==> config.mk <==
export PLATFORM = sky130hd
export DESIGN_NAME = instr_fetch_unit
export DESIGN_NICKNAME = d
export VERILOG_FILES = /design/src/rtl/riscv_pkg.sv /design/src/rtl/fetch_buffer.sv /design/src/rtl/instr_fetch_unit.sv
export SDC_FILE = /design/constraint.sdc
export NUM_CORES = 1
export LEC_CHECK = 0
export CORE_MARGIN = 2
export CORE_UTILIZATION = 40
export CTS_CLUSTER_SIZE = 12
export DETAILED_ROUTE_END_ITERATION = 10
export GPL_ROUTABILITY_DRIVEN = 1
export PLACE_DENSITY = 0.68
export SLEW_MARGIN = 25
export SYNTH_ARGS = -nofsm -noshare
export SYNTH_HDL_FRONTEND = slang
export SYNTH_HIERARCHICAL = 1
export SYNTH_SLANG_ARGS = --single-unit
==> constraint.sdc <==
create_clock -name clk -period 6.72 [get_ports clk]
set_input_delay 1.68 -clock clk [delete_from_list [all_inputs] [get_ports clk]]
set_output_delay 1.68 -clock clk [all_outputs]
set_load 0.01 [all_outputs]
==> src/rtl/riscv_pkg.sv <==
// riscv_pkg
//   Types and constants shared by the fetch, decode and control blocks.
//   Contents: fetch FSM state enum, NOP encoding, instruction size in bytes,
//   and the RV32I major opcodes used by decode/control.
//   No ports (package).
package riscv_pkg;

  typedef enum logic [0:0] {
    FETCH = 1'b0,
    FULL  = 1'b1
  } fetch_state_e;

  localparam logic [31:0] NOP_INSTR   = 32'h0000_0013;
  localparam int unsigned INSTR_BYTES = 4;

  localparam logic [6:0] OPC_LOAD   = 7'b000_0011;
  localparam logic [6:0] OPC_OP_IMM = 7'b001_0011;
  localparam logic [6:0] OPC_AUIPC  = 7'b001_0111;
  localparam logic [6:0] OPC_STORE  = 7'b010_0011;
  localparam logic [6:0] OPC_OP     = 7'b011_0011;
  localparam logic [6:0] OPC_LUI    = 7'b011_0111;
  localparam logic [6:0] OPC_BRANCH = 7'b110_0011;
  localparam logic [6:0] OPC_JALR   = 7'b110_0111;
  localparam logic [6:0] OPC_JAL    = 7'b110_1111;
  localparam logic [6:0] OPC_SYSTEM = 7'b111_0011;

endpackage

==> src/rtl/fetch_buffer.sv <==
// fetch_buffer
//   Single-entry output register between fetch and decode. Holds one
//   instruction word and its PC with a valid/ready handshake; flush empties
//   it regardless of the handshake.
// Ports:
//   clk, rst_n              clock, async active-low reset
//   load, load_instr,       write a new entry (only issued while empty)
//   load_pc
//   flush                   drop the entry (redirect)
//   instr_ready             decode accepts the entry this cycle
//   instr_valid,            entry to decode; instruction/instr_pc are held
//   instruction, instr_pc   until accepted
module fetch_buffer
  import riscv_pkg::*;
#(
  parameter int                ADDR_W   = 32,
  parameter logic [ADDR_W-1:0] RESET_PC = '0
) (
  input  logic              clk,
  input  logic              rst_n,
  input  logic              load,
  input  logic [31:0]       load_instr,
  input  logic [ADDR_W-1:0] load_pc,
  input  logic              flush,
  input  logic              instr_ready,
  output logic              instr_valid,
  output logic [31:0]       instruction,
  output logic [ADDR_W-1:0] instr_pc
);

  always_ff @(posedge clk or negedge rst_n) begin
    if (!rst_n) begin
      instr_valid <= 1'b0;
      instruction <= NOP_INSTR;
      instr_pc    <= RESET_PC;
    end else if (flush) begin
      instr_valid <= 1'b0;
    end else if (load) begin
      instr_valid <= 1'b1;
      instruction <= load_instr;
      instr_pc    <= load_pc;
    end else if (instr_valid && instr_ready) begin
      instr_valid <= 1'b0;
    end
  end

endmodule

==> src/rtl/instr_fetch_unit.sv <==
// instr_fetch_unit
//   Fetch stage: owns the PC, issues word reads to instruction memory over
//   req/ack, and hands each word with its PC to decode via fetch_buffer.
//   Redirects flush the buffered word and any in-flight read.
// Optional feature: define FETCH_MISALIGN_TRAP_EN to add the sticky
//   fetch_misaligned output; without it, redirect_pc[1:0] is forced to 0.
// Ports:
//   clk, rst_n                       clock, async active-low reset
//   imem_req, imem_addr              read request / word-aligned address
//   imem_ack, imem_rdata             one-cycle read response
//   instr_valid, instruction,        instruction to decode
//   instr_pc, instr_ready
//   redirect_valid, redirect_pc      branch/jal/jalr restart
//   fetch_misaligned                 (FETCH_MISALIGN_TRAP_EN only) sticky trap
//
// state | meaning
// FETCH | request addr_q outstanding (or held off by a misaligned trap)
// FULL  | word buffered for decode, no request
module instr_fetch_unit
  import riscv_pkg::*;
#(
  parameter int                ADDR_W   = 32,
  parameter logic [ADDR_W-1:0] RESET_PC = '0
) (
  input  logic              clk,
  input  logic              rst_n,
  output logic              imem_req,
  output logic [ADDR_W-1:0] imem_addr,
  input  logic              imem_ack,
  input  logic [31:0]       imem_rdata,
  output logic              instr_valid,
  output logic [31:0]       instruction,
  output logic [ADDR_W-1:0] instr_pc,
  input  logic              instr_ready,
  input  logic              redirect_valid,
  input  logic [ADDR_W-1:0] redirect_pc
`ifdef FETCH_MISALIGN_TRAP_EN
  ,
  output logic              fetch_misaligned
`endif
);

  localparam logic [ADDR_W-1:0] STEP = ADDR_W'(INSTR_BYTES);

`ifdef FETCH_MISALIGN_TRAP_EN
  localparam bit TRAP_EN = 1'b1;
`else
  localparam bit TRAP_EN = 1'b0;
`endif

  fetch_state_e      state_q, state_d;
  logic [ADDR_W-1:0] pc_q, pc_d, addr_q, addr_d, target;
  logic              kill_q, kill_d, trap_q, trap_d;
  logic              bad_target, buf_load, buf_flush;

  // Without the trap, low address bits of a redirect are simply dropped.
  assign target     = TRAP_EN ? redirect_pc : (redirect_pc & ~ADDR_W'(3));
  assign bad_target = TRAP_EN && (redirect_pc[1:0] != 2'b00);

  always_ff @(posedge clk or negedge rst_n) begin
    if (!rst_n) begin
      state_q <= FETCH;
      pc_q    <= RESET_PC + STEP;
      addr_q  <= RESET_PC;
      kill_q  <= 1'b0;
      trap_q  <= 1'b0;
    end else begin
      state_q <= state_d;
      pc_q    <= pc_d;
      addr_q  <= addr_d;
      kill_q  <= kill_d;
      trap_q  <= trap_d;
    end
  end

  always_comb begin
    state_d   = state_q;
    pc_d      = pc_q;
    addr_d    = addr_q;
    kill_d    = kill_q;
    trap_d    = trap_q;
    buf_load  = 1'b0;
    buf_flush = 1'b0;
    if (redirect_valid && bad_target) begin
      trap_d    = 1'b1;
      buf_flush = 1'b1;
      state_d   = FETCH;
    end else if (!trap_q) begin
      unique case (state_q)
        FETCH: begin
          if (redirect_valid) begin
            pc_d = target;
            if (imem_ack) begin
              // Response lands with the redirect: drop it, restart at once.
              addr_d = target;
              kill_d = 1'b0;
            end else begin
              // Request address must stay stable until its ack; mark it dead.
              kill_d = 1'b1;
            end
          end else if (imem_ack) begin
            if (kill_q) begin
              kill_d = 1'b0;
              addr_d = pc_q;
            end else begin
              buf_load = 1'b1;
              // Next PC follows the word just returned (reset pc is already
              // one ahead of addr_q, so derive from addr_q, not pc_q).
              pc_d     = addr_q + STEP;
              state_d  = FULL;
            end
          end
        end
        FULL: begin
          if (redirect_valid) begin
            buf_flush = 1'b1;
            pc_d      = target;
            addr_d    = target;
            state_d   = FETCH;
          end else if (instr_ready) begin
            addr_d  = pc_q;
            state_d = FETCH;
          end
        end
        default: state_d = FETCH;
      endcase
    end
  end

  assign imem_req  = (state_q == FETCH) && !trap_q;
  assign imem_addr = addr_q;

`ifdef FETCH_MISALIGN_TRAP_EN
  assign fetch_misaligned = trap_q;
`endif

  fetch_buffer #(
    .ADDR_W   (ADDR_W),
    .RESET_PC (RESET_PC)
  ) u_fetch_buffer (
    .clk         (clk),
    .rst_n       (rst_n),
    .load        (buf_load),
    .load_instr  (imem_rdata),
    .load_pc     (addr_q),
    .flush       (buf_flush),
    .instr_ready (instr_ready),
    .instr_valid (instr_valid),
    .instruction (instruction),
    .instr_pc    (instr_pc)
  );

endmodule

# == Word-level counts from Yosys, hierarchy flattened ==
# Cells that the tools add are included.
# classes
n_reduce_logical,7
mux,27
add_sub_neg,1
eq_ne,6
bitwise,2
# op_table
cell,n
32-bit two-way mux,10
32-bit one-hot mux with 2 select lines,2
32-bit by 3-bit adder with 32-bit output (second input constant),1
1-bit two-way mux,14
3-bit != test (second input constant),4
3-bit AND reduction,2
2-bit != test (second input constant),2
2-bit AND reduction,2
3-bit nonzero test,1
1-bit NOT,2
1-bit one-hot mux with 2 select lines,1
2-bit nonzero test,1
1-bit logical AND,1
# word_totals
wordCells,50
regBits,131
output_inout_bits,98

# == Longest topological paths before layout ==
# Gate-level depths: netlist (run 1).
# depth
word_depth,6
depth_mapped,9
depth_no_buf,6

# == Modules after synthesis ==
# Netlist (run 1), hierarchy kept.
# by_module_without_submodules
mod,instances,seq_area_each_um2,cells_per_inst,area_each_um2
instr_fetch_unit,1,1652.8,363,3493.4
fetch_buffer,1,1630.3,140,2745.1

# == Worst setup path before layout (run 1) ==
# OpenSTA, ideal clock, no wires.
# synth_timing
path_kind,input to register
startpoint,input imem_ack
endpoint,register u_fetch_buffer.instr_pc[0]
path_slack_ps,3406
cell_stages,9
t_arrival_ps,3189
required_ps,6595
cell_sequence,nor3b_4 or2_2 clkbuf_2 nand2_1 inv_1 nor2b_4 buf_12 buf_12 mux2_4
# synth_between
elab_chain_cells,4
# synth_rtl
item,line,text
"start, declared",instr_fetch_unit.sv:29,"input logic imem_ack,"
1-bit two-way mux,instr_fetch_unit.sv:101,end else if (imem_ack) begin
1-bit two-way mux,instr_fetch_unit.sv:91,if (redirect_valid) begin
1-bit two-way mux,instr_fetch_unit.sv:89,unique case (state_q)
via buf_load,instr_fetch_unit.sv:54,"logic bad_target, buf_load, buf_flush;"
2-bit AND reduction (no line),--,
"end signal, assigned",fetch_buffer.sv:41,instr_pc <= load_pc;
"end, declared",fetch_buffer.sv:28,output logic [ADDR_W-1:0] instr_pc
# The timed path passes the listed nets, and every way through them passes these cells.
# A chain may end at the register's enable or synchronous reset.

# == Worst setup path in the final report (run 1) ==
# layout_timing
startpoint,input imem_ack
endpoint,register u_fetch_buffer.instruction[29]
# layout_between
elab_chain_cells,4
# layout_rtl
item,line,text
1-bit two-way mux,instr_fetch_unit.sv:101,
1-bit two-way mux,instr_fetch_unit.sv:91,
1-bit two-way mux,instr_fetch_unit.sv:89,
via buf_load,instr_fetch_unit.sv:54,
2-bit AND reduction (no line),--,
"end signal, assigned",fetch_buffer.sv:40,instruction <= load_instr;
"end, declared",fetch_buffer.sv:27,"output logic [31:0] instruction,"
# The timed path passes the listed nets, and every way through them passes these cells.

==> results.py, run 1 <==
metrics = {
    "status": {
        "status": "complete, no violations",
    },
    "synthesis": {
        "synth_xor_area_share_pct": 3.791,
        "synth_seq_cells": 131,
        "synth_edf_count": 0,
        "syn_inst": 503,
        "async_flop_share_pct": 100.0,
        "synth_nets": 573,
        "muxShareOfSynthArea_pct": 20.30,
        "yosysUniqueCellTypes": 47,
        "synth_seq_area_share_pct": 52.63,
        "synth_top_family_by_area": "multiplexers",
        "syn_area_sq_mm": 0.006238,
        "synth_ff_type": "dfrtp_1",
        "synthAdderAreaFrac_pct": 0.2006,
        "yosys.area_share.simple_pct": 9.607,
        "synth-warning-count": 6,
        "synth-compound-area-share_pct": 9.266,
        "postSynthAreaPerCell_sq_um": 12.40,
    },
    "worst_setup_path": {
        "crit_path_start_kind": "input port",
        "crit_buf_inv": 3,
        "max_stage_delay_ns": 0.56,
        "path_cells": "clkdlybuf4s50_1 -> nor3b_4 -> or2_2 -> nand2_1 -> inv_1 -> nor2b_4 -> buf_12 -> mux2_2",
        "end_kind": "flop",
        "slowest_stage": "clkdlybuf4s50_1",
        "cp_max_fo": 54,
        "crit_type": "input port to flop",
        "cp_top_family": "simple AND/OR/NAND/NOR gates",
        "arrival_ns": 5.09,
        "crit_required_ns": 7.02,
    },
    "final_layout": {
        "area_delta_synth_final_pct": 36.32,
        "fillers": 1239,
        "final_common_cell": "clkdlybuf4s50_1",
        "fin_nets": 731,
        "drive_gt1_share_pct": 17.51,
        "fin_util_pct": 55.94,
        "mostFrequentLayoutCells": "clkdlybuf4s50_1 (162), dfrtp_1 (127), mux2_4 (60), o21ai_0 (57), nand2_1 (55)",
        "diodes": 0,
    },
    "route": {
        "wl_microns": 15410,
        "route.detailed.drc": 0,
        "routed_via_density": 5.179,
        "drtIter0Drc": 284,
        "wl_per_cell_microns": 17.87,
        "dr.pass1.iters": 4,
        "vias": 4464,
        "antenna_left": 0,
    },
    "timing": {
        "hold_viol_final": 0,
        "slew_headroom_pct": 29.05,
        "rsz0062_at_grt": "no",
        "clock-skew-final_ns": 0.007901,
        "worst_slew_pin_slew_ns": 1.060,
        "period_needed_ns": 4.793,
        "fmax_ghz": 0.2087,
        "fin_crit_sh_pct": 71.32,
        "tns_ns": 0,
        "setup_viol": 0,
        "slew_viol_final": 0,
    },
    "power_and_ir_drop": {
        "cellPowerDensity_mw_per_mm2": 370.1,
        "p_leak_uw": 0.003653,
        "max-vdd-ir-drop_v": 0.0001985,
    },
    "global_routing": {
        "grt_pass1_wl_microns": 24950,
        "antenna_found_initial": 0,
        "grt_usage_pct": 19.42,
        "grt_pass1_vias": 4677,
        "grt_overflow_total": 0,
        "grt_max_degree": 83,
    },
    "floorplanning": {
        "die_area_sq_mm": 0.01661,
        "die_w_microns": 128.9,
        "io_pins": 167,
        "core_sq_mm": 0.01520,
        "num_rows": 45,
        "initial_utilization_pct": 41.04,
        "die_y_microns": 128.9,
    },
    "placement": {
        "gp_congestion": 0.7597,
        "io_buffers": 164,
        "hpwl_microns": 10170,
    },
    "clocking": {
        "clk_pin_slew_ns": 0.06,
        "cts_resized": 0,
        "cts_root_buf": "clkbuf_16",
        "cts_buffers": 17,
        "post_cts_buffers": 0,
        "cts_tree": "done",
        "clk-insertion-delay-late_ns": 0.42,
        "h-tree-depth": 4,
        "clockBufferDepth": 2,
        "hold_buffers": 0,
        "clkSinkCount": 131,
    },
    "hold_path": {
        "min_path_type": "flop to flop",
    },
    "run": {
        "cap_violations": 0,
    },
}
-- worst paths after layout --
check                      cells after the start                        endpoint  startpoint  slack, ns
setup / recovery                               8  u_fetch_buffer/instruction[29]    imem_ack       1.93
hold reg to reg                                1                        pc_q[10]    pc_q[10]       0.48
setup reg to reg                               6  u_fetch_buffer/instruction[29]     state_q       3.21
max in group asynchronous                      2                    imem_addr[0]       rst_n       4.24
min in group asynchronous                      1   u_fetch_buffer/instruction[3]       rst_n       1.33
hold / removal                                 1                        pc_q[10]    pc_q[10]       0.48
-- cell type report --
class | count | area (sq um) | share of cell area (%)
clock buffers | 22 | 474.2 | 5.576
repair buffers | 169 | 1688 | 19.85
clock inverters | 10 | 106.4 | 1.251
multi-input cells | 338 | 2703 | 31.78
well taps | 188 | 235.2 | 2.766
flip-flops and latches | 131 | 3283 | 38.61
inverters | 4 | 15.01 | 0.1765
-- per-layer routing --
layer / wire length (microns) / track usage (%) / up-vias
met2: 7159 / 30.31 / 156
met4: 210 / 6.330 / 0
met5: 0 / 0 / -
met3: 1154 / 6.403 / 13
li1: - / - / 2100
met1: 6882 / 25.68 / 2195
-- state kept, by name (all words and copies together), names as in the netlist --
| signal | flops |
|---|---|
| imem_addr | 32 |
| pc_q | 32 |
| u_fetch_buffer/instr_pc | 32 |
| u_fetch_buffer/instruction | 32 |
| kill_q | 1 |
| state_q | 1 |
| u_fetch_buffer/instr_valid | 1 |
-- cells by family after synthesis --
kind of cell / Yosys count
mux: 96
buf+inv: 34
flops: 131
simple gates: 114
fa+ha+maj: 1
xor+xnor: 27
compound gates: 100
-- cell usage after synthesis (2+ instances only) --
| library cell | n | area share (%) |
|---|---|---|
| xor2_1 | 22 | 3.1 |
| clkbuf_1 | 13 | 0.78 |
| a22oi_1 | 19 | 2.3 |
| nor2_1 | 15 | 0.90 |
| and2_1 | 3 | 0.30 |
| clkbuf_2 | 3 | 0.24 |
| buf_12 | 7 | 2.2 |
| buf_2 | 5 | 0.40 |
| o21ai_1 | 7 | 0.56 |
| mux2_2 | 4 | 0.72 |
| nand2b_1 | 2 | 0.20 |
| mux2i_1 | 32 | 5.1 |
| nand4_1 | 11 | 1.1 |
| o21ai_0 | 57 | 4.6 |
| inv_1 | 4 | 0.24 |
| dfrtp_1 | 127 | 51 |
| and4_1 | 3 | 0.42 |
| nand2_1 | 55 | 3.3 |
| mux2_4 | 60 | 14 |
| nand3_1 | 8 | 0.64 |
| xnor2_1 | 5 | 0.70 |
| a31oi_1 | 2 | 0.20 |
| and3_2 | 2 | 0.24 |
| dfstp_2 | 4 | 1.7 |
| nor3_1 | 3 | 0.24 |
| and3_1 | 3 | 0.30 |
| a21oi_1 | 7 | 0.56 |
-- worst reg2reg max path, stage by stage, from the launching register on --
cell and delay [ns]:
dfrtp_1 0.48, nor2_1 0.55, nand2_1 0.70, inv_1 0.30, nor2b_4 0.50, buf_12 0.38
mux2_2 0.48
-- power by group --
part / switching [uW] / internal, uW / leakage [uW] / total [uW]
sequential: 205 / 1020 / 0.00159 / 1230
clock: 334 / 572 / 0.000289 / 906
combinational: 375 / 638 / 0.00177 / 1010
total: 914 / 2230 / 0.00365 / 3150
-- metrics by stage --
| step | instance area (sq um) | hold slack [ns] | setup slack, ns | power [uW] | cells |
|---|---|---|---|---|---|
| global route | 8504 | 0.5015 | 1.683 | 3323 | 862 |
| CTS | 8504 | 0.4822 | 1.915 | 3183 | 862 |
| finish | 8504 | 0.4826 | 1.927 | 3148 | 862 |
| detailed placement | 7924 | 0.4659 | 1.506 | 2254 | 830 |
| global placement | 7924 | 0.4603 | 1.581 | 2227 | 830 |
| floorplan | 6238 | 0.4486 | 3.406 | 1710 | 503 |
Note: power is estimated with default switching activity, not from simulation.
==> run 2: changes to the inputs <==
PLACE_DENSITY = 0.71   (was 0.68)
clock period = 3.9 ns   (was 6.72 ns; I/O delays follow)
==> run 2 against run 1 <==
  * Power is 79% higher
  * Sequential cell count stayed put
  * Routed wire length is 0.21% lower
  * Worst setup slack worse by 0.85 ns
  * Sequential share of layout area is 0.66 points lower
  * Via count is 0.43% higher
  * Worst hold slack better by 0.0050 ns
  * Cell count is 0.81% higher
  * Utilization is 0.97 points higher
  * Clock skew is 0.0033 ns higher
  * Clock power is 94% higher
  * Critical path type unchanged
  * Critical endpoint is now u_fetch_buffer/instruction[15]
  * Largest cell class unchanged
  * Largest power group unchanged
==> results.py, run 2 (synthesis results as in run 1) <==
metrics = {
    "status": {
        "status": "complete, no violations",
    },
    "clocking": {
        "hold_buffers": 0,
        "clk-insertion-delay-late_ns": 0.42,
        "clockBufferDepth": 2,
        "cts_tree": "done",
        "cts_resized": 0,
        "post_cts_buffers": 0,
        "clk_pin_slew_ns": 0.06,
        "clkSinkCount": 131,
        "h-tree-depth": 4,
        "cts_root_buf": "clkbuf_16",
        "cts_buffers": 17,
    },
    "worst_setup_path": {
        "max_stage_delay_ns": 0.55,
        "reg2reg_depth": 7,
        "critPathLaunch": "imem_ack",
        "crit_buf_inv": 3,
        "cp_top_family": "buffers and inverters",
        "reg2reg_setup_slack_ns": 1.69,
        "path_cells": "clkdlybuf4s50_1 -> nor3b_4 -> or2_2 -> nand2_1 -> inv_1 -> nor2b_4 -> buf_4 -> mux2_4",
        "cp_max_fo": 17,
        "end_kind": "flop",
        "slowest_stage": "clkdlybuf4s50_1",
        "crit_path_start_kind": "input port",
        "arrival_ns": 3.12,
        "critPathCapture": "u_fetch_buffer/instruction[15]",
        "crit_cells": 8,
        "crit_required_ns": 4.19,
        "r2r-end": "u_fetch_buffer/instruction[15]",
        "crit_type": "input port to flop",
        "reg2reg_from": "state_q",
    },
    "final_layout": {
        "final_common_cell": "clkdlybuf4s50_1",
        "fin_cells": 869,
        "fillers": 1234,
        "diodes": 0,
        "ff_latch_area_sq_mm": 0.003283,
        "area_delta_synth_final_pct": 38.69,
        "drive_gt1_share_pct": 18.50,
        "mostFrequentLayoutCells": "clkdlybuf4s50_1 (162), dfrtp_1 (127), mux2_4 (60), o21ai_0 (57), nand2_1 (55)",
        "multi_input_comb_area_sq_mm": 0.002703,
        "fin_nets": 738,
    },
    "floorplanning": {
        "initial_utilization_pct": 41.04,
        "die_area_sq_mm": 0.01661,
        "num_rows": 45,
        "die_y_microns": 128.9,
        "io_pins": 167,
        "die_w_microns": 128.9,
        "core_sq_mm": 0.01520,
    },
    "timing": {
        "fmax_ghz": 0.3544,
        "tns_ns": 0,
        "worst_slew_pin_slew_ns": 1.062,
        "hold_viol_final": 0,
        "setup_viol": 0,
        "slew_headroom_pct": 28.96,
        "period_needed_ns": 2.821,
        "rsz0062_at_grt": "no",
        "slew_viol_final": 0,
        "fin_crit_sh_pct": 72.34,
        "clock-skew-final_ns": 0.01123,
    },
    "route": {
        "routed_via_density": 5.159,
        "dr.pass1.iters": 6,
        "antenna_left": 0,
        "wl_per_cell_microns": 17.69,
        "wl_microns": 15370,
        "route.detailed.drc": 0,
        "drtIter0Drc": 180,
        "vias": 4483,
    },
    "run": {
        "cap_violations": 0,
    },
    "placement": {
        "placedCellCount": 837,
        "gp_congestion": 0.7614,
        "hpwl_microns": 10480,
        "io_buffers": 164,
    },
    "global_routing": {
        "grt_pass1_vias": 4731,
        "grt_overflow_total": 0,
        "grt_usage_pct": 19.38,
        "grt_max_degree": 88,
        "grt_pass1_wl_microns": 24980,
        "antenna_found_initial": 0,
    },
    "hold_path": {
        "min_path_type": "flop to flop",
    },
    "power_and_ir_drop": {
        "p_leak_uw": 0.003713,
        "max-vdd-ir-drop_v": 0.0003266,
        "cellPowerDensity_mw_per_mm2": 651.6,
    },
}
[run 2: cell count changes in the layout (fill, tap and decap cells not counted)]
cell	before	now
clkinv_4	1	2
clkinvlp_4	1	4
buf_4	4	9
bufinv_16	2	5
clkbuf_1	2	1
buf_12	1	3
clkbuf_8	3	1
clkinv_2	6	2
[run 2: layout make-up]
class                           instances  area share, %
Clock buffer                           19          5.119
Tap cell                              188          2.719
Sequential cell                       131          37.95
Timing Repair Buffer                  176          20.40
Multi-Input combinational cell        338          31.24
Inverter                                4         0.1735
Clock inverter                         13          2.401
[run 2: per-stage QoR]
step	instance area [sq um]	util [%]	power [uW]	hold WS (ns)	setup WS (ns)
after global placement	8001	52.63	3848	0.4602	0.7002
final	8652	56.91	5637	0.4877	1.079
after global routing	8652	56.91	5932	0.5133	0.9681
after detailed placement	8001	52.63	3911	0.4703	0.6385
after CTS	8652	56.91	5701	0.4889	1.084
after floorplan	6238	-	2946	0.4486	1.291
[run 2: per-layer routing]
| layer | GRT usage, % | wire (microns) | vias up |
|---|---|---|---|
| li1 | - | - | 2112 |
| met1 | 25.31 | 6757 | 2203 |
| met2 | 30.69 | 7307 | 157 |
| met3 | 6.320 | 1148 | 11 |
| met4 | 6.330 | 161 | 0 |
| met5 | 0 | 0 | - |
[run 2: worst min-delay path, stage by stage, from the launching register on]
cell     delay, ns
dfstp_2       0.37
nand2_1       0.04
o21ai_0       0.07
[run 2: where the power goes]
| part | switching [uW] | internal [uW] |
|---|---|---|
| Sequential | 347 | 1760 |
| Clock | 611 | 1150 |
| Combinational | 653 | 1110 |
| Total | 1610 | 4030 |
[run 2: worst min path at each step]
stage	start	endpoint	slack, ns	cells after the start
2_1_floorplan	pc_q[10]	pc_q[10]	0.45	1
3_5_place_dp	pc_q[10]	pc_q[10]	0.47	1
6_report	pc_q[2]	pc_q[2]	0.49	2
4_1_cts	pc_q[10]	pc_q[10]	0.49	1
5_1_grt	pc_q[10]	pc_q[10]	0.51	1
3_3_place_gp	pc_q[10]	pc_q[10]	0.46	1
==> run 3: changes to the inputs <==
PLACE_DENSITY = 0.68   (was 0.71)
clock period = 2.79 ns   (was 3.9 ns; I/O delays follow)
==> run 3 against run 2 <==
  * Non-clock buffer count increased by 13
  * Critical endpoint is now imem_req
  * Critical path type is now flop to output port
  * Combinational power rose by 41%
  * Utilization rose by 0.49 points
==> results.py, run 3 (synthesis results as in run 1) <==
metrics = {
    "clocking": {
        "cts_tree": "done",
        "hold_buffers": 0,
        "cts_root_buf": "clkbuf_16",
        "h-tree-depth": 4,
        "clk-insertion-delay-late_ns": 0.42,
        "clk_pin_slew_ns": 0.06,
        "cts_resized": 0,
        "cts_buffers": 17,
        "clockBufferDepth": 2,
        "post_cts_buffers": 0,
        "clkSinkCount": 131,
    },
    "timing": {
        "worst_slew_pin_slew_ns": 0.5821,
        "rsz0062_at_grt": "no",
        "worst_hold_slack_ns": 0.2680,
        "tns_ns": 0,
        "hold_viol_final": 0,
        "slew_viol_final": 0,
        "fmax_ghz": 0.4208,
        "clock-skew-final_ns": 0.01171,
        "slew_headroom_pct": 61.19,
        "fin_crit_sh_pct": 85.19,
        "period_needed_ns": 2.377,
        "setup_viol": 0,
    },
    "final_layout": {
        "drive_gt1_share_pct": 20.03,
        "final_common_cell": "clkdlybuf4s50_1",
        "fin_nets": 751,
        "mostFrequentLayoutCells": "clkdlybuf4s50_1 (162), dfrtp_1 (127), mux2_4 (60), o21ai_0 (57), nand2_1 (55)",
        "area_delta_synth_final_pct": 39.87,
    },
    "power_and_ir_drop": {
        "p_sw_uw": 2237,
        "p_leak_uw": 0.003772,
        "clkPwrFrac_pct": 29.5,
        "power_frac_seq_pct": 38.3,
        "cellPowerDensity_mw_per_mm2": 886.0,
        "totalPowerFinal_uw": 7731,
        "max-vdd-ir-drop_v": 0.0004364,
        "internal_power_uw": 5494,
        "p_comb_share_pct": 32.2,
        "sw_frac_of_total_pct": 28.94,
    },
    "floorplanning": {
        "die_area_sq_mm": 0.01661,
        "initial_utilization_pct": 41.04,
        "io_pins": 167,
        "num_rows": 45,
        "core_sq_mm": 0.01520,
        "die_w_microns": 128.9,
        "die_y_microns": 128.9,
    },
    "worst_setup_path": {
        "crit_buf_inv": 2,
        "crit_type": "flop to output port",
        "max_stage_delay_ns": 0.59,
        "arrival_ns": 1.68,
        "slowest_stage": "clkdlybuf4s50_1",
        "cp_max_fo": 6,
        "end_kind": "output port",
        "cp_top_family": "buffers and inverters",
        "crit_required_ns": 2.09,
        "path_cells": "inv_1 -> clkdlybuf4s50_1",
        "crit_path_start_kind": "flop",
    },
    "global_routing": {
        "antenna_found_initial": 1,
        "grt_pass1_vias": 4792,
        "grt_overflow_total": 0,
        "grt_max_degree": 62,
        "grt_usage_pct": 19.24,
        "grt_pass1_wl_microns": 24870,
    },
    "route": {
        "vias": 4556,
        "routed_via_density": 5.160,
        "drtIter0Drc": 137,
        "antenna_left": 0,
        "dr.pass1.iters": 4,
        "wl_microns": 15320,
        "wl_per_cell_microns": 17.35,
        "route.detailed.drc": 0,
    },
    "placement": {
        "gp_congestion": 0.7496,
        "hpwl_microns": 10640,
        "io_buffers": 164,
    },
    "run": {
        "cap_violations": 0,
    },
    "status": {
        "status": "complete, no violations",
    },
    "hold_path": {
        "min_path_type": "input port to async pin",
    },
}
==> run 3: changes by cell type in the layout (fill, tap and decap cells not counted), sizes merged <==
cell / previous run / this run
buf: 14 / 27
bufinv: 5 / 3
clkinv: 4 / 6
clkinvlp: 4 / 2
clkbuf: 19 / 20
diode: 0 / 1
inv: 4 / 5
==> run 3: area by class of cell <==
cell class | instances | area [sq um]
antenna | 1 | 2.502
clock buffer | 20 | 456.7
clock inverter | 12 | 155.1
fill | 1236 | 6476
inverter | 4 | 15.01
multi-input combinational | 338 | 2703
sequential | 131 | 3283
tap | 188 | 235.2
timing repair buffer | 189 | 1876
==> run 3: final timing paths <==
| path | startpoint | to | slack [ns] | cells after the start |
|---|---|---|---|---|
| max in group asynchronous | rst_n | pc_q[31] | 1.85 | 2 |
| worst max-delay path | state_q | imem_req | 0.41 | 2 |
| min in group clk | pc_q[2] | pc_q[2] | 0.48 | 2 |
| worst max register to register | state_q | u_fetch_buffer/instr_pc[8] | 0.77 | 7 |
| worst min register to register | pc_q[2] | pc_q[2] | 0.48 | 2 |
| worst min-delay path | rst_n | u_fetch_buffer/instr_pc[30] | 0.27 | 1 |
==> run 3: metrics by stage <==
step / util [%] / setup slack (ns) / instances / cell area (sq um)
3_5_place_dp: 53.36 / 0.09707 / 850 / 8112
2_1_floorplan: - / 0.4584 / 503 / 6238
4_1_cts: 57.38 / 0.4030 / 882 / 8723
5_1_grt: 57.38 / 0.3387 / 882 / 8723
6_report: 57.40 / 0.4133 / 883 / 8726
3_3_place_gp: 53.36 / 0.1315 / 850 / 8112
==> run 3: power groups by stage <==
stage	Sequential (uW)	Clock (uW)	Combinational [uW]
after global placement	2950	0	2460
after CTS	2960	2330	2520
after detailed placement	2990	0	2500
after floorplan	3100	0	1020
final	2960	2280	2490
after global routing	3040	2410	2680
==> run 3: layer usage <==
layer / share of wire [%] / wire length, microns / GRT usage (%)
met5: 0 / 0 / 0
met4: 1.1 / 173 / 5.627
met3: 7.8 / 1190 / 6.279
met1: 45 / 6909 / 25.00
met2: 46 / 7048 / 30.91
